==> src/rtl/vga_timing_pkg.sv <==
// Shared VGA timing constants, colour type and window helper for the scan path.
// Defaults describe 640x480@60 Hz from a 50 MHz board clock.
package vga_timing_pkg;

  localparam int DEF_H_ACTIVE = 640;
  localparam int DEF_H_FP     = 16;
  localparam int DEF_H_SYNC   = 96;
  localparam int DEF_H_BP     = 48;
  localparam int DEF_V_ACTIVE = 480;
  localparam int DEF_V_FP     = 10;
  localparam int DEF_V_SYNC   = 2;
  localparam int DEF_V_BP     = 33;
  localparam int DEF_CLK_DIV  = 2;
  localparam bit DEF_SYNC_POL = 1'b0;

  localparam int H_TOTAL = DEF_H_ACTIVE + DEF_H_FP + DEF_H_SYNC + DEF_H_BP;
  localparam int V_TOTAL = DEF_V_ACTIVE + DEF_V_FP + DEF_V_SYNC + DEF_V_BP;

  localparam int H_SYNC_START = DEF_H_ACTIVE + DEF_H_FP;
  localparam int H_SYNC_END   = H_SYNC_START + DEF_H_SYNC;
  localparam int V_SYNC_START = DEF_V_ACTIVE + DEF_V_FP;
  localparam int V_SYNC_END   = V_SYNC_START + DEF_V_SYNC;

  localparam int CNT_W = 10;
  localparam int DIV_W = 4;

  typedef logic [CNT_W-1:0] count_t;
  typedef logic [2:0]       color_t;

  localparam color_t BLACK = 3'b000;
  localparam color_t WHITE = 3'b111;

  // Half-open window test: start <= c < stop.
  function automatic logic in_window(count_t c, int start, int stop);
    return (c >= count_t'(start)) && (c < count_t'(stop));
  endfunction

endpackage

==> src/rtl/vga_scan_controller_if.sv <==
// Scan bus between the timing controller, the pixel layers and the DAC pins.
// Handshake: pixel_tick is the only strobe; row/col are valid for the whole pixel,
// layers have no ready and must return rgb_in combinationally before the next tick.
interface vga_scan_controller_if;
  import vga_timing_pkg::*;

  count_t row;
  count_t col;
  logic   active;
  logic   pixel_tick;
  logic   frame_start;
  logic   hsync;
  logic   vsync;
  color_t rgb_in;
  color_t rgb;

  modport master (
    output row, col, active, pixel_tick, frame_start, hsync, vsync, rgb,
    input  rgb_in
  );

  modport slave (
    input  row, col, active, pixel_tick, frame_start, hsync, vsync, rgb,
    output rgb_in
  );
endinterface

==> src/rtl/vga_timing_counter.sv <==
// Pixel clock-enable divider plus horizontal/vertical scan counters.
// frame_start marks the final pixel edge before the counters return to (0,0).
module vga_timing_counter
  import vga_timing_pkg::*;
#(
  parameter int H_LEN   = H_TOTAL,
  parameter int V_LEN   = V_TOTAL,
  parameter int CLK_DIV = DEF_CLK_DIV
) (
  input  logic   clk,
  input  logic   rst_n,
  output logic   pixel_tick,
  output count_t h_count,
  output count_t v_count,
  output logic   frame_start
);

  localparam logic [DIV_W-1:0] DIV_LAST = DIV_W'(CLK_DIV - 1);
  localparam count_t H_LAST = count_t'(H_LEN - 1);
  localparam count_t V_LAST = count_t'(V_LEN - 1);

  logic [DIV_W-1:0] div;

  assign pixel_tick  = (div == DIV_LAST);
  assign frame_start = pixel_tick && (h_count == H_LAST) && (v_count == V_LAST);

  always_ff @(posedge clk or negedge rst_n) begin
    if (!rst_n) begin
      div     <= '0;
      h_count <= '0;
      v_count <= '0;
    end else begin
      div <= pixel_tick ? '0 : div + 1'b1;
      if (pixel_tick) begin
        if (h_count == H_LAST) begin
          h_count <= '0;
          v_count <= (v_count == V_LAST) ? '0 : v_count + 1'b1;
        end else begin
          h_count <= h_count + 1'b1;
        end
      end
    end
  end

endmodule

==> src/rtl/vga_scan_controller.sv <==
// VGA timing source: drives row/col to the pixel layers and registers blanked
// colour plus sync pulses for the DAC, all with one pixel of latency.
module vga_scan_controller
  import vga_timing_pkg::*;
#(
  parameter int H_ACTIVE = DEF_H_ACTIVE,
  parameter int H_FP     = DEF_H_FP,
  parameter int H_SYNC   = DEF_H_SYNC,
  parameter int H_BP     = DEF_H_BP,
  parameter int V_ACTIVE = DEF_V_ACTIVE,
  parameter int V_FP     = DEF_V_FP,
  parameter int V_SYNC   = DEF_V_SYNC,
  parameter int V_BP     = DEF_V_BP,
  parameter int CLK_DIV  = DEF_CLK_DIV,
  parameter bit SYNC_POL = DEF_SYNC_POL
) (
  input logic                   clk,
  input logic                   rst_n,
  vga_scan_controller_if.master vga
);

  localparam int H_LEN    = H_ACTIVE + H_FP + H_SYNC + H_BP;
  localparam int V_LEN    = V_ACTIVE + V_FP + V_SYNC + V_BP;
  localparam int HS_START = H_ACTIVE + H_FP;
  localparam int HS_END   = HS_START + H_SYNC;
  localparam int VS_START = V_ACTIVE + V_FP;
  localparam int VS_END   = VS_START + V_SYNC;

  if (CLK_DIV < 1 || CLK_DIV > 16) begin : g_bad_div
    $error("vga_scan_controller: CLK_DIV must be 1..16");
  end
  if (H_LEN > 1024 || V_LEN > 1024) begin : g_bad_total
    $error("vga_scan_controller: line/frame totals must fit in 10 bits");
  end

  logic   pixel_tick;
  logic   frame_start;
  count_t h_count;
  count_t v_count;
  logic   active;
  logic   hs_win;
  logic   vs_win;
  color_t rgb_q;
  logic   hsync_q;
  logic   vsync_q;

  vga_timing_counter #(
    .H_LEN   (H_LEN),
    .V_LEN   (V_LEN),
    .CLK_DIV (CLK_DIV)
  ) u_counter (
    .clk         (clk),
    .rst_n       (rst_n),
    .pixel_tick  (pixel_tick),
    .h_count     (h_count),
    .v_count     (v_count),
    .frame_start (frame_start)
  );

  assign active = (h_count < count_t'(H_ACTIVE)) && (v_count < count_t'(V_ACTIVE));
  assign hs_win = in_window(h_count, HS_START, HS_END);
  assign vs_win = in_window(v_count, VS_START, VS_END);

  // rgb_in only passes the mux while active, so blanking-time garbage never lands in rgb_q.
  always_ff @(posedge clk or negedge rst_n) begin
    if (!rst_n) begin
      rgb_q   <= BLACK;
      hsync_q <= ~SYNC_POL;
      vsync_q <= ~SYNC_POL;
    end else if (pixel_tick) begin
      rgb_q   <= active ? vga.rgb_in : BLACK;
      hsync_q <= hs_win ? SYNC_POL : ~SYNC_POL;
      vsync_q <= vs_win ? SYNC_POL : ~SYNC_POL;
    end
  end

  assign vga.row         = v_count;
  assign vga.col         = h_count;
  assign vga.active      = active;
  assign vga.pixel_tick  = pixel_tick;
  assign vga.frame_start = frame_start;
  assign vga.hsync       = hsync_q;
  assign vga.vsync       = vsync_q;
  assign vga.rgb         = rgb_q;

endmodule

==> src/flat_wrapper.sv <==
// flat-port wrapper written by rule: the top's interface ports become plain ports
module vga_scan_controller_flat import vga_timing_pkg::*;
#(
  parameter int H_ACTIVE = DEF_H_ACTIVE,
  parameter int H_FP     = DEF_H_FP,
  parameter int H_SYNC   = DEF_H_SYNC,
  parameter int H_BP     = DEF_H_BP,
  parameter int V_ACTIVE = DEF_V_ACTIVE,
  parameter int V_FP     = DEF_V_FP,
  parameter int V_SYNC   = DEF_V_SYNC,
  parameter int V_BP     = DEF_V_BP,
  parameter int CLK_DIV  = DEF_CLK_DIV,
  parameter bit SYNC_POL = DEF_SYNC_POL
)
  (clk, rst_n, vga_row, vga_col, vga_active, vga_pixel_tick, vga_frame_start, vga_hsync, vga_vsync, vga_rgb, vga_rgb_in);
  vga_scan_controller_if vga_i ();
  input logic clk;
  input logic rst_n;
  output wire logic [$bits(vga_i.row)-1:0] vga_row;
  output wire logic [$bits(vga_i.col)-1:0] vga_col;
  output wire logic [$bits(vga_i.active)-1:0] vga_active;
  output wire logic [$bits(vga_i.pixel_tick)-1:0] vga_pixel_tick;
  output wire logic [$bits(vga_i.frame_start)-1:0] vga_frame_start;
  output wire logic [$bits(vga_i.hsync)-1:0] vga_hsync;
  output wire logic [$bits(vga_i.vsync)-1:0] vga_vsync;
  output wire logic [$bits(vga_i.rgb)-1:0] vga_rgb;
  input wire logic [$bits(vga_i.rgb_in)-1:0] vga_rgb_in;
  assign vga_row = vga_i.row;
  assign vga_col = vga_i.col;
  assign vga_active = vga_i.active;
  assign vga_pixel_tick = vga_i.pixel_tick;
  assign vga_frame_start = vga_i.frame_start;
  assign vga_hsync = vga_i.hsync;
  assign vga_vsync = vga_i.vsync;
  assign vga_rgb = vga_i.rgb;
  assign vga_i.rgb_in = vga_rgb_in;
  vga_scan_controller #(.H_ACTIVE(H_ACTIVE), .H_FP(H_FP), .H_SYNC(H_SYNC), .H_BP(H_BP), .V_ACTIVE(V_ACTIVE), .V_FP(V_FP), .V_SYNC(V_SYNC), .V_BP(V_BP), .CLK_DIV(CLK_DIV), .SYNC_POL(SYNC_POL)) u_core (.clk(clk), .rst_n(rst_n), .vga(vga_i));
endmodule
==> config.mk <==
export PLATFORM = sky130hd
export DESIGN_NAME = vga_scan_controller_flat
export DESIGN_NICKNAME = d
export VERILOG_FILES = /design/src/rtl/vga_timing_pkg.sv /design/src/rtl/vga_scan_controller_if.sv /design/src/rtl/vga_timing_counter.sv /design/src/rtl/vga_scan_controller.sv /design/src/flat_wrapper.sv
export SDC_FILE = /design/constraint.sdc
export NUM_CORES = 1
export LEC_CHECK = 0
export BUFFER_PORTS_ARGS = -buffer_cell sky130_fd_sc_hd__buf_4
export CAP_MARGIN = 20
export CELL_PAD_IN_SITES_DETAIL_PLACEMENT = 0
export CELL_PAD_IN_SITES_GLOBAL_PLACEMENT = 2
export CORE_MARGIN = 2
export CORE_UTILIZATION = 35
export DETAILED_ROUTE_END_ITERATION = 10
export GPL_TIMING_DRIVEN = 0
export PLACE_DENSITY_LB_ADDON = 0.1
export SYNTH_ARGS = -nofsm -noshare
export SYNTH_HDL_FRONTEND = slang
export SYNTH_HIERARCHICAL = 1
export SYNTH_SLANG_ARGS = --single-unit
==> constraint.sdc <==
create_clock -name clk -period 3.7 [get_ports clk]
set_input_delay 0.37 -clock clk [delete_from_list [all_inputs] [get_ports clk]]
set_output_delay 0.37 -clock clk [all_outputs]
set_load 0.1 [all_outputs]
== Yosys cells after proc, flatten, opt, wreduce, memory -nomap -nowiden ==
Index checks and enable logic that the tools add are counted.

* Word-level logic and storage cells: 30
* Bits in registers: 29

* Add/sub/neg operators: 3
* Eq/ne operators: 3
* Magnitude comparators: 6
* Mux-type cells: 6
* Reductions and logical operators: 6

{| class="wikitable"
|+ Operators by type and width
! cell !! number
|-
| $add 10x1->10 const B || 2
|-
| $eq 10x10->1 const B || 2
|-
| $lt 10x10->1 const B || 2
|-
| $lt 10x9->1 const B || 2
|-
| $mux 10 || 2
|-
| $ge 10x10->1 const B || 1
|-
| $ge 10x9->1 const B || 1
|-
| $logic_and 1x1->1 || 5
|-
| $add 4x1->4 const B || 1
|-
| $eq 4x1->1 const B || 1
|-
| $mux 4 || 1
|-
| $mux 3 || 1
|-
| $mux 1 || 2
|-
| $reduce_and 2->1 || 1
|}

== Depth between registers and ports, before layout ==
* Depth after elaboration: 3
* Gate-level depth with buffers: 7
* Mapped depth without buffers: 6

== Hierarchy ==
The synthesis kept the hierarchy.

{| class="wikitable"
|+ By module, submodules not included
! module !! times used !! area an instance (um^2) !! cells each
|-
| vga_timing_counter || 1 || 1211.2 || 114
|-
| vga_scan_controller || 1 || 261.5 || 25
|}

== Worst setup path before layout ==
Ideal clock, no wire load.

* Path kind: register -> output
* From: register u_core.u_counter.v_count[5]
* To: output port vga_active
* Path buffers: 0
* Cell stages (with the launch flop): 3
* Data required time: 3330 ps
* Data arrival time: 3231 ps
* Slack: 99 ps
* Cell sequence: dfrtp_1 > and4_1 > nor3_1

* Longest elaborated chain between the ends: 2

{| class="wikitable"
|+ RTL lines
! element !! RTL line !! source
|-
| start: declaration || vga_timing_counter.sv:14 || <nowiki>output count_t v_count,</nowiki>
|-
| start signal: assignment || vga_timing_counter.sv:37 || <nowiki>v_count <= (v_count == V_LAST) ? '0 : v_count + 1'b1;</nowiki>
|-
| $lt 10x9->1 || vga_scan_controller.sv:60 || <nowiki>assign active = (h_count < count_t'(H_ACTIVE)) && (v_count < count_t'(V_ACTIVE));</nowiki>
|-
| $logic_and 1x1->1 || vga_scan_controller.sv:60 ||
|-
| end: declaration || flat_wrapper.sv:21 || <nowiki>output wire logic [$bits(vga_i.active)-1:0] vga_active;</nowiki>
|}

No other way between the ends.

== Worst setup path after layout ==
* From: register u_core.u_counter.div[1]
* To: output port vga_frame_start

* Longest elaborated chain between the ends: 3

{| class="wikitable"
|+ RTL lines
! element !! RTL line !! source
|-
| start: declaration || vga_timing_counter.sv:22 || <nowiki>logic [DIV_W-1:0] div;</nowiki>
|-
| start signal: assignment || vga_timing_counter.sv:33 || <nowiki>div <= pixel_tick ? '0 : div + 1'b1;</nowiki>
|-
| $eq 4x1->1 || vga_timing_counter.sv:24 || <nowiki>assign pixel_tick = (div == DIV_LAST);</nowiki>
|-
| $logic_and 1x1->1 (2 in a row) || vga_timing_counter.sv:25 || <nowiki>assign frame_start = pixel_tick && (h_count == H_LAST) && (v_count == V_LAST);</nowiki>
|-
| end: declaration || flat_wrapper.sv:23 || <nowiki>output wire logic [$bits(vga_i.frame_start)-1:0] vga_frame_start;</nowiki>
|}

No other way between the ends.

==> results.toml <==
[cells_and_area]
nNetsFinal = 186
drive_above_1_share_pct = 26.82
design_area_sq_um = 1866
most_frequent_standard_cell_in_the_layout_excluding_fill_and_tap_cells = "buf_4"
most-common-layout-cells = "buf_4, dfrtp_1, xnor2_1"
antenna_cells_inserted = 0
syn_to_final_growth_pct = 26.68
fill_cell_total_of_the_finished_layout = 390
post_layout_nonfiller_instances = 229

[synth]
synth-edff-count = 0
yosys-top-cells-area = "dfrtp_1, xnor2_1, dfstp_2"
synth.yosys.seq_area_share_pct = 49.45
post_synth_instance_area_sq_um = 1473
post_synth.cell_area_avg_sq_um = 10.59
post_synth_inst_count = 139
synthesis.yosys.warnings = 6
yosys_most_used_dff = "dfrtp_1"
synth-seq-cells = 29
synth_cell_type_count = 38
netlist.top_cell.by_area = "dfrtp_1"
synthDominantCellAreaShare_pct = 45.88
synthArstFlopShare_pct = 100.0
synth.net_count = 147

[sta]
worst_slew_margin_rel_pct = 69.67
timing.final.max_slew_violations = 0
worst_hold_slack_ps = 2.384
fin_worst_skew_ps = 7.998
layout_worst_path_cycle_share_pct = 76.33
fin_ws_ps = 875.7
fmaxAchievable_ghz = 0.3541
grt_setup_unrepaired = "no"
finalHoldViolations = 0
worst-slew-pin-transition_ps = 448.6
finalSetupTns_ps = 0
setup_viol = 0
finalWorstPathRequiredPeriod_ps = 2824

[global_route]
pin_count_of_the_biggest_net_entering_global_routing = 30
grt_pass1_vias = 1112
number_of_antenna_violations_at_the_first_check_in_global_routing = 0
global_route_usage_sum_pct = 15.74
grt_overflow = 0
grt_pass1_wl_microns = 5354

[worst_setup_path]
timing.reg2reg.worst_path_depth = 6
criticalPathCategory = "reg2out"
crit_slowest_cell = "or4b_1"
path_max_fanout = 10
critPathRequiredTime_ps = 3330
crit_arrival_ps = 2450
cpPeakStageDelay_ps = 510
end_kind = "output port"
r2r_setup_slack_ps = 1630
worst_setup_path_start_kind = "flip-flop"
crit_chain = "or4b_1 > buf_2 > nor4_4 > buf_6 > buf_8 > and2_1 > buf_4"
reg2reg_to = "u_core/vga.rgb[0]"
critical_path.reg2reg.startpoint = "u_core/u_counter/div[1]"

[clock_tree]
cts-buffers-inserted = 5
cts.root.buffer_cell = "clkbuf_8"
cts_h_tree_depth = 2
holdBufCountCts = 0
clk_pin_slew_ps = 70
worst_skew_pair.late_latency_ps = 280
tritoncts = "yes"
max-clock-path-buffers = 2
count_of_buffers_added_by_post_cts_timing_repair_for_setup = 0
cts_resized = 0
numClockSinks = 29

[placed_design]
hpwlAfterDp_microns = 2279
finalWeightedCongestion = 0.7684
buffer_ports.inserted = 32
preCtsSetupSlack_ps = 1174
placement.cell_area_sq_um = 1775
numPlacedInstances = 221

[drt]
drc_errors = 0
wl_per_cell_microns = 14.32
routed_via_density = 5.127
first_pass_iters = 4
via_count = 1174
first_iter_violations = 40
drt.antenna.violating_nets = 0
detail_route.wirelength_microns = 3279

[pwr]
pwr_density_cell_nw_per_um2 = 330.7
static_leakage_nw = 0.8424
peakVddDrop_uv = 173.5

[die]
die_area_sq_um = 4742
io_pins = 33
initial_core_utilization_pct = 36.55
core.rowCount = 23
die_x_microns = 68.87
floorplan.core_area_sq_um = 4029
die_y_extent_microns = 68.87

[min_path]
worstHoldPathType = "in2async"

[outcome]
outcome = "finished, final reports clean"

[flow_run]
cap_violations = 0
[kinds of logic (layout without fill, tap and decap cells)]
kind of cell	Yosys count	in the layout	share of synthesized area (%)
compound gates	19	19	9.262
xor+xnor	13	13	7.732
fa+ha+maj	3	3	2.549
buf+inv	11	51	4.248
flops	29	29	49.45
mux	2	2	1.529
simple gates	62	62	25.24
[cell usage after synthesis (2+ instances only)]
library cell  number
dfstp_2            2
o41ai_1            3
nand2b_1           5
or4b_1             2
xnor2_1           11
buf_2              2
nor3_1             4
ha_1               3
and3_1             6
and4_1             3
inv_1              7
nand3_1            9
o21ai_0            6
nand2_1           10
nor2_1             8
mux2_2             2
o2bb2ai_1          2
dfrtp_1           27
nand4_1            6
xor2_1             2
nor4b_1            2
[where the power goes]
| part | total [W] | internal, W | switching, W |
|---|---|---|---|
| registers | 0.000320 | 0.000319 | 0.000000903 |
| clock network | 0.000271 | 0.000151 | 0.000120 |
| logic | 0.0000261 | 0.00000561 | 0.0000205 |
[metrics by stage]
stage	total power [W]	utilization (%)
detailed placement	0.0003523	44.07
global route	0.0006411	46.30
global placement	0.0003519	44.07
CTS	0.0006261	46.30
floorplan	0.0003394	-
finish	0.0006170	46.30
[layer usage]
layer | wire length [microns] | vias up | global-route usage (%)
met3 | 182 | 7 | 4.708
met5 | 0 | - | 0
met4 | 61 | 0 | 6.618
met1 | 1650 | 551 | 22.59
li1 | - | 587 | -
met2 | 1385 | 29 | 21.88
[worst max path at each step]
stage	slack, ps	startpoint	to	cells after the start
floorplan	100	u_core/u_counter/v_count[5]	vga_active	2
global placement	1170	u_core/u_counter/div[1]	vga_frame_start	7
detailed placement	1170	u_core/u_counter/div[1]	vga_frame_start	7
CTS	850	u_core/u_counter/div[1]	vga_frame_start	7
global route	740	u_core/u_counter/div[1]	vga_frame_start	7
finish	880	u_core/u_counter/div[1]	vga_frame_start	7
[critical path: cells and delay by family, from the launching register on]
| kind | cells | cell delay [ps] |
|---|---|---|
| simple gates | 3 | 960 |
| buf+inv | 4 | 790 |
| flops | 1 | 410 |
[registers in the layout, summed over array words and instances (netlist names)]
name / cells
u_core/u_counter/h_count: 10
u_core/u_counter/div: 4
u_core/vga.rgb: 3
u_core/u_counter/v_count: 10
u_core/vga.hsync: 1
u_core/vga.vsync: 1
[area by class of cell]
type	count	area [sq um]	area share, %
Inverter	7	26.28	1.408
Tap cell	50	62.56	3.353
Buffer	4	36.28	1.945
Clock buffer	8	90.09	4.829
Multi-Input combinational cell	99	681.9	36.55
Sequential cell	29	728.2	39.03
Timing Repair Buffer	32	240.2	12.88
Power figures use the tool's default switching activity.
